**src/rtl/prog_loader.sv**
```systemverilog
// prog_loader: boot-time byte-stream loader for the instruction memory.
// Parses a big-endian word count, assembles big-endian 32-bit words,
// writes them to consecutive word addresses and verifies an XOR checksum
// before releasing the processor from reset.
module prog_loader #(
    parameter int unsigned ADDR_W = 10
) (
    input  logic              clk,
    input  logic              rst,
    input  logic              in_valid,
    input  logic [7:0]        in_data,
    output logic              in_ready,
    output logic              im_we,
    output logic [ADDR_W-1:0] im_addr,
    output logic [31:0]       im_wdata,
    output logic              cpu_rst,
    output logic              done,
    output logic              err
);

    localparam int unsigned IDX_W = ADDR_W + 1;
    localparam int unsigned CAP   = 2 ** ADDR_W;

    typedef enum logic [2:0] {
        ST_HDR0  = 3'd0,
        ST_HDR1  = 3'd1,
        ST_DATA  = 3'd2,
        ST_WRITE = 3'd3,
        ST_CHK   = 3'd4,
        ST_DONE  = 3'd5,
        ST_ERR   = 3'd6
    } state_t;

    state_t             state_q, state_d;
    logic [15:0]        cnt_q, cnt_d;
    logic [IDX_W-1:0]   idx_q, idx_d;
    logic [1:0]         byte_q, byte_d;
    logic [31:0]        shift_q, shift_d;
    logic [7:0]         xsum_q, xsum_d;
    logic               we_d;
    logic [ADDR_W-1:0]  addr_d;
    logic [31:0]        wdata_d;
    logic               cpu_rst_d, done_d, err_d;
    logic               accept;
    logic [15:0]        n_hdr;

    // Ready only in byte-consuming states, and never while reset is held
    always_comb begin
        in_ready = 1'b0;
        if (!rst) begin
            case (state_q)
                ST_HDR0, ST_HDR1, ST_DATA, ST_CHK: in_ready = 1'b1;
                default:                           in_ready = 1'b0;
            endcase
        end
    end

    assign accept = in_valid & in_ready;
    assign n_hdr  = {cnt_q[15:8], in_data};

    // Next-state and next-output logic
    always_comb begin
        state_d   = state_q;
        cnt_d     = cnt_q;
        idx_d     = idx_q;
        byte_d    = byte_q;
        shift_d   = shift_q;
        xsum_d    = xsum_q;
        we_d      = 1'b0;
        addr_d    = im_addr;
        wdata_d   = im_wdata;
        cpu_rst_d = cpu_rst;
        done_d    = done;
        err_d     = err;

        case (state_q)
            ST_HDR0: begin
                if (accept) begin
                    cnt_d   = {in_data, cnt_q[7:0]};
                    state_d = ST_HDR1;
                end
            end
            ST_HDR1: begin
                if (accept) begin
                    cnt_d = n_hdr;
                    if (32'(n_hdr) > CAP) begin
                        err_d   = 1'b1;
                        state_d = ST_ERR;
                    end else if (n_hdr == 16'd0) begin
                        state_d = ST_CHK;
                    end else begin
                        state_d = ST_DATA;
                    end
                end
            end
            ST_DATA: begin
                if (accept) begin
                    shift_d = {shift_q[23:0], in_data};
                    xsum_d  = xsum_q ^ in_data;
                    byte_d  = byte_q + 2'd1;
                    if (byte_q == 2'd3) begin
                        // Launch the write so im_we is high during WRITE
                        we_d    = 1'b1;
                        addr_d  = idx_q[ADDR_W-1:0];
                        wdata_d = {shift_q[23:0], in_data};
                        state_d = ST_WRITE;
                    end
                end
            end
            ST_WRITE: begin
                idx_d = idx_q + IDX_W'(1);
                if (32'(idx_q) + 32'd1 == 32'(cnt_q)) begin
                    state_d = ST_CHK;
                end else begin
                    state_d = ST_DATA;
                end
            end
            ST_CHK: begin
                if (accept) begin
                    if (in_data == xsum_q) begin
                        done_d    = 1'b1;
                        cpu_rst_d = 1'b0;
                        state_d   = ST_DONE;
                    end else begin
                        err_d   = 1'b1;
                        state_d = ST_ERR;
                    end
                end
            end
            default: begin
                state_d = state_q;
            end
        endcase
    end

    // State and registered outputs; synchronous reset restarts the load
    always_ff @(posedge clk) begin
        if (rst) begin
            state_q  <= ST_HDR0;
            cnt_q    <= '0;
            idx_q    <= '0;
            byte_q   <= '0;
            shift_q  <= '0;
            xsum_q   <= '0;
            im_we    <= 1'b0;
            im_addr  <= '0;
            im_wdata <= '0;
            cpu_rst  <= 1'b1;
            done     <= 1'b0;
            err      <= 1'b0;
        end else begin
            state_q  <= state_d;
            cnt_q    <= cnt_d;
            idx_q    <= idx_d;
            byte_q   <= byte_d;
            shift_q  <= shift_d;
            xsum_q   <= xsum_d;
            im_we    <= we_d;
            im_addr  <= addr_d;
            im_wdata <= wdata_d;
            cpu_rst  <= cpu_rst_d;
            done     <= done_d;
            err      <= err_d;
        end
    end

endmodule
```
**config.mk**
```make
export PLATFORM = sky130hd
export DESIGN_NAME = prog_loader
export DESIGN_NICKNAME = d
export VERILOG_FILES = /design/src/rtl/prog_loader.sv
export SDC_FILE = /design/constraint.sdc
export NUM_CORES = 1
export LEC_CHECK = 0
export ABC_AREA = 1
export ABC_CLOCK_PERIOD_IN_PS = 2100
export CAP_MARGIN = 20
export CORE_UTILIZATION = 40
export DETAILED_ROUTE_END_ITERATION = 12
export PLACE_DENSITY = 0.58
export SYNTH_ARGS = -nofsm -noshare
export SYNTH_HDL_FRONTEND = slang
export SYNTH_SLANG_ARGS = --single-unit
```
**constraint.sdc**
```tcl
create_clock -name clk -period 2.1 [get_ports clk]
set_input_delay 0.315 -clock clk [delete_from_list [all_inputs] [get_ports clk]]
set_output_delay 0.315 -clock clk [all_outputs]
set_load 0.03 [all_outputs]
```
==> results of run 1 <==
## routing by layer
| layer | GRT usage [%] | vias up | wire length, um |
|---|---|---|---|
| li1 | - | 2120 | - |
| met1 | 26.3 | 1932 | 6130 |
| met2 | 30.7 | 76 | 5490 |
| met3 | 5.16 | 9 | 348 |
| met4 | 4.89 | 0 | 121 |
| met5 | 0 | - | 0 |
## placed cells by master (no fill, tap or decap), types with 2 or more instances in the layout
cell             count
nor3_1               3
buf_12               3
clkbuf_16           11
a21oi_1             77
dfxtp_2              5
nor2_2               6
a211oi_2            17
dfxtp_1            105
xor2_1               3
nand3b_1             2
nand4_1              7
nor2_1              44
nand3_1             36
o211ai_1             5
clkdlybuf4s50_1     55
xnor2_1              6
nand2_1             78
nand2_2              3
buf_6                2
clkinvlp_4           3
buf_4               17
nor2_4               3
a211oi_1            15
inv_1               85
o21ai_0             66
## flip-flops by register name, indices dropped and copies added (netlist names)
signal,flops
done,1
cpu_rst,1
byte_q,2
xsum_q,8
err,1
cnt_q,16
im_we,1
shift_q,24
state_q,3
im_wdata,32
im_addr,10
idx_q,11
## worst min-delay path: stages, from the launching register on
cell and delay (ps):
dfxtp_1 310, nand2_1 60, nand2_1 40
## where the power goes
part	leakage (nW)	internal (W)	switching [W]
sequential	0.890	0.00223	0.000115
combinational	1.23	0.000328	0.000617
clock	0.121	0.000801	0.000775
## worst max path at each step
stage / to / slack [ps] / depth (start not counted)
3_3_place_gp: state_q[2]$_SDFFE_PP0P_ / -120 / 11
2_1_floorplan: im_wdata[1]$_SDFFE_PP0P_ / 260 / 12
5_1_grt: im_wdata[25]$_SDFFE_PP0P_ / -10 / 13
3_5_place_dp: state_q[2]$_SDFFE_PP0P_ / -130 / 11
4_1_cts: im_wdata[25]$_SDFFE_PP0P_ / 8 / 12
6_report: shift_q[15]$_SDFFE_PP0P_ / 150 / 11
## layout make-up
class	instances	area [um2]	area share, %
clock buffer	10	229	3.91
clock inverter	5	36.3	0.619
inverter	87	329	5.62
multi-input combinational	380	2050	35.0
sequential	110	2210	37.7
tap	143	179	3.05
timing repair buffer	81	825	14.1
## metrics by stage
step                area, um2  TNS (ps)  power [W]
floorplan                4700         0    0.00302
global placement         5460      -157    0.00328
detailed placement       5460      -169    0.00331
CTS                      5730         0    0.00488
global route             5860     -40.3    0.00515
finish                   5860         0    0.00487
## cell usage after synthesis
master / n
a211oi_1: 15
a211oi_2: 17
a21boi_0: 1
a21boi_1: 1
a21oi_1: 77
buf_2: 8
buf_4: 1
buf_6: 4
clkbuf_1: 18
clkinv_1: 1
dfxtp_1: 110
ha_1: 2
inv_1: 85
inv_2: 1
nand2_1: 80
nand2_2: 1
nand2_4: 1
nand3_1: 36
nand3_2: 1
nand3b_1: 2
nand4_1: 7
nor2_1: 50
nor2_2: 1
nor2_4: 2
nor3_1: 3
o211ai_1: 5
o21ai_0: 66
o21ai_1: 1
o221ai_1: 1
or2_2: 1
xnor2_1: 6
xor2_1: 3
## cells by family after synthesis
family / Yosys count / share of synthesized area [%]
xor+xnor: 9 / 1.68
fa+ha+maj: 2 / 0.532
compound gates: 184 / 23.5
buf+inv: 118 / 10.3
flops: 110 / 46.8
simple gates: 185 / 17.1
## what timing repair did
item,in CTS,in global routing
hold endpoints to repair,0,0
gates resized for setup,1,17
endpoints found under the setup margin,1,58
buffers inserted,0,2
pin swaps,0,2
cloned,0,4
==> flow_metrics.py, run 1 <==
metrics = {
    "status": {
        "status": "finished clean",
    },
    "worst_setup_path": {
        "critPathRequiredTime_ps": 2310,
        "reg2reg_from": "state_q[1]$_SDFFE_PP0P_",
        "cp_slowest_stage_delay_ps": 350,
        "crit_fanout": 41,
        "r2r_setup_slack_ps": 150,
        "critPathArrivalTime_ps": 2160,
        "crit_path_start": "state_q[1]$_SDFFE_PP0P_",
        "crit_buf_inv": 2,
        "end_kind": "flop",
        "reg2regPathDepth": 11,
        "rr_endpoint": "shift_q[15]$_SDFFE_PP0P_",
        "crit_chain": "nor2_2 > nand2_2 > nand2_1 > nor2_2 > nor2_4 > nand2_2 > inv_4 > nand2_8 > buf_12 > o21ai_0 > a21oi_1",
        "cpMaxStageDelayCell": "dfxtp_2",
        "crit_path_start_kind": "flop",
        "cp_top_family": "simple AND/OR/NAND/NOR gates",
        "critical_path_class": "flop to flop",
    },
    "synth": {
        "synthDistinctLibCells": 32,
        "synth_top_cell_area_share_pct": 46.8,
        "synthCells": 608,
        "ys_seq_elements": 110,
        "syn-cell-area_um2": 4700,
        "yosysTopAreaCell": "dfxtp_1",
        "ys_warn_count": 0,
        "syn_nets": 621,
        "synth_area_leaders": "dfxtp_1 (47%), a21oi_1 (8.2%), o21ai_0 (7.0%)",
        "syn_avg_cell_area_um2": 7.74,
        "ys_seq_area_share_pct": 46.8,
    },
    "sta": {
        "final.setup.worst_slack_ps": 150,
        "hold_slack_ps": 447,
        "finalSetupViolCount": 0,
        "worst_slew_pin_slew_ps": 565,
        "min_period_ps": 1950,
        "fin_crit_sh_pct": 92.8,
        "hold_violations": 0,
        "skew_ps": 11.6,
        "fmax_mhz": 513,
        "slew_viol_final": 0,
        "relSlewSlack_pct": 62.3,
    },
    "grt": {
        "antenna_found_initial": 0,
        "grt_max_degree": 85,
        "gr-total-overflow": 0,
        "grt_first_pass_wirelength_mm": 18.8,
        "grt_pass1_vias": 3780,
        "grtUsageTotal_pct": 19.4,
    },
    "worst_hold_path": {
        "hold_depth": 2,
        "worstHoldStart": "cpu_rst$_SDFFE_PP1P_",
        "hold-path-endpoint": "cpu_rst$_SDFFE_PP1P_",
        "hp-class": "flop to flop",
    },
    "placed_design": {
        "globalplace.congestion": 0.836,
        "dp_slack_ps": -128,
        "dpl.hpwl_mm": 7.93,
        "port_buffers": 57,
        "placed_cells": 795,
    },
    "die": {
        "die_h_um": 110,
        "die_w_um": 110,
        "io_pins": 58,
        "dieArea_um2": 12200,
        "core-area_um2": 11400,
        "initial_core_util_pct": 41.2,
        "num_rows": 39,
    },
    "clock_tree": {
        "cts.sinks": 110,
        "worstSkewPairLatency_ps": 350,
        "clk_path_buf_depth": 2,
        "htree_levels": 3,
        "cts_tree": "done",
        "holdBufCountCts": 0,
        "cts-root-buf": "clkbuf_16",
        "clk_pin_slew_worst_paths_ps": 70,
        "cts_made_buffers": 9,
    },
    "drt": {
        "wl_per_cell_um": 14.8,
        "vias": 4137,
        "first_pass_iters": 4,
        "drt_iter0_markers": 240,
        "vias_per_cell": 5.07,
        "wl_mm": 12.1,
        "drtAntennaViolNets": 0,
        "drc": 0,
    },
    "final_layout": {
        "syn2layout_area_growth_pct": 24.5,
        "fillers": 1139,
        "finish.utilization_pct": 51.3,
        "final_nets": 682,
        "final_cells": 816,
        "antennaDiodeCount": 0,
        "drive_above_1_share_pct": 11.6,
    },
    "power": {
        "cellPowerDensity_nw_per_um2": 831,
        "leakagePower_nw": 2.25,
        "ir_drop_v": 0.000542,
    },
    "run": {
        "max_cap_violations": 0,
    },
}
Note: power is estimated with default switching activity, not from simulation.
==> inputs of run 2 (changes only) <==
ABC_CLOCK_PERIOD_IN_PS = 2000   (was 2100)
clock period = 2 ns   (was 2.1 ns; I/O delays follow)
==> flow_metrics.py, run 2 (synthesis results as in run 1) <==
metrics = {
    "clock_tree": {
        "worstSkewPairLatency_ps": 350,
        "cts.sinks": 110,
        "clk_pin_slew_worst_paths_ps": 70,
        "cts-root-buf": "clkbuf_16",
        "htree_levels": 3,
        "cts_tree": "done",
        "cts_made_buffers": 9,
        "clk_path_buf_depth": 2,
    },
    "worst_setup_path": {
        "critPathArrivalTime_ps": 2140,
        "crit_fanout": 10,
        "cp_top_family": "simple AND/OR/NAND/NOR gates",
        "critPathRequiredTime_ps": 2260,
        "end_kind": "flop",
        "cp_slowest_stage_delay_ps": 350,
        "crit_path_start_kind": "flop",
        "crit_buf_inv": 3,
        "critical_path_class": "flop to flop",
        "crit_chain": "nor2_2 > nand2_1 > nand2_2 > nor2_2 > nor2_4 > nand2_4 > inv_6 > nand2_8 > nor2_4 > buf_12 > clkbuf_16 > nor2_1 > a211oi_1",
        "cpMaxStageDelayCell": "dfxtp_2",
    },
    "sta": {
        "finalSetupViolCount": 0,
        "worst_slew_pin_slew_ps": 570,
        "min_period_ps": 1870,
        "fin_crit_sh_pct": 93.7,
        "relSlewSlack_pct": 62.0,
        "finalSetupTns_ps": 0,
        "fmax_mhz": 534,
        "rsz0062_at_grt": "no",
        "slew_viol_final": 0,
        "skew_ps": 4.40,
        "hold_violations": 0,
    },
    "final_layout": {
        "final_common_cell": "dfxtp_1",
        "finish.utilization_pct": 52.8,
        "fillers": 1098,
        "largest_reg_flops": 32,
        "multi_input_area_um2": 2070,
        "regArea_um2": 2210,
        "layout_common_cells": "dfxtp_1 (104), inv_1 (84), nand2_1 (78), a21oi_1 (77), o21ai_0 (66)",
        "syn2layout_area_growth_pct": 28.3,
        "antennaDiodeCount": 0,
        "final_nets": 691,
        "drive_above_1_share_pct": 13.3,
        "top_regs": "im_wdata: 32 flops, shift_q: 24 flops, cnt_q: 16 flops",
        "regMostFlops": "im_wdata",
    },
    "drt": {
        "vias_per_cell": 5.16,
        "first_pass_iters": 5,
        "drtAntennaViolNets": 0,
        "wl_per_cell_um": 15.1,
        "drc": 0,
        "vias": 4260,
        "drt_iter0_markers": 299,
        "wl_mm": 12.4,
    },
    "die": {
        "num_rows": 39,
        "die_w_um": 110,
        "core-area_um2": 11400,
        "io_pins": 58,
        "initial_core_util_pct": 41.2,
        "dieArea_um2": 12200,
        "die_h_um": 110,
    },
    "placed_design": {
        "dpl.hpwl_mm": 7.98,
        "globalplace.congestion": 0.844,
        "port_buffers": 57,
    },
    "run": {
        "max_cap_violations": 0,
    },
    "status": {
        "status": "finished clean",
    },
    "grt": {
        "grtUsageTotal_pct": 19.6,
        "grt_first_pass_wirelength_mm": 19.3,
        "gr-total-overflow": 0,
        "grt_pass1_vias": 3914,
        "grt_max_degree": 56,
        "antenna_found_initial": 0,
    },
    "power": {
        "leakagePower_nw": 2.31,
        "cellPowerDensity_nw_per_um2": 893,
        "ir_drop_v": 0.000582,
    },
    "worst_hold_path": {
        "hp-class": "input pin to flop",
    },
}
-- run 2: final timing paths --
path                                 from                        end  slack [ps]  depth (start not counted)
setup reg to reg  state_q[0]$_SDFFE_PP0P_  im_wdata[14]$_SDFFE_PP0P_         130                         13
setup / recovery  state_q[0]$_SDFFE_PP0P_  im_wdata[14]$_SDFFE_PP0P_         130                         13
hold reg to reg      cpu_rst$_SDFFE_PP1P_       cpu_rst$_SDFFE_PP1P_         450                          2
hold / removal                        rst          done$_SDFFE_PP0P_         190                          2
-- run 2: power by group --
group	internal [W]	leakage, nW	switching (W)	total (W)
clock	0.00110	0.145	0.000808	0.00190
sequential	0.00235	0.891	0.000122	0.00247
combinational	0.000369	1.27	0.000649	0.00102
-- run 2: metal layers --
| layer | vias up | track usage [%] | wire (um) |
|---|---|---|---|
| met1 | 2018 | 26.7 | 6120 |
| li1 | 2153 | - | - |
| met5 | - | 0 | 0 |
| met3 | 10 | 4.23 | 483 |
| met2 | 79 | 31.1 | 5710 |
| met4 | 0 | 5.96 | 120 |
-- run 2: repair_timing --
action                     in CTS  in global routing
setup buffers                   0                  2
resized for setup               1                 24
hold buffers                    0                  0
gates cloned                    1                  5
pin swaps                       0                  3
setup endpoints to repair       5                 71
-- run 2: per-stage QoR --
| step | setup WS [ps] | power [W] | hold slack [ps] | instances | cell area, um2 |
|---|---|---|---|---|---|
| 6_report | 126 | 0.00539 | 186 | 825 | 6030 |
| 5_1_grt | 0.540 | 0.00566 | 189 | 825 | 6030 |
| 3_5_place_dp | -7.47 | 0.00346 | 446 | 802 | 5500 |
| 2_1_floorplan | 162 | 0.00317 | 430 | 608 | 4700 |
| 4_1_cts | 19.8 | 0.00538 | 167 | 818 | 5840 |
| 3_3_place_gp | 23.7 | 0.00345 | 434 | 802 | 5500 |
-- run 2: worst reg2reg max path, delay by kind of cell, from the launching register on --
family	cells	cell delay (ps)
and+or+nand+nor	9	860
buffers and inverters	3	410
DFF	1	350
AOI/OAI and AO/OA	1	160
-- run 2: cell type report --
cell class / count / area share (%)
clock buffer: 10 / 3.79
sequential: 110 / 36.6
clock inverter: 5 / 1.39
timing repair inverter: 1 / 0.0829
inverter: 87 / 5.56
timing repair buffer: 89 / 15.3
multi-input combinational: 380 / 34.3
tap: 143 / 2.96
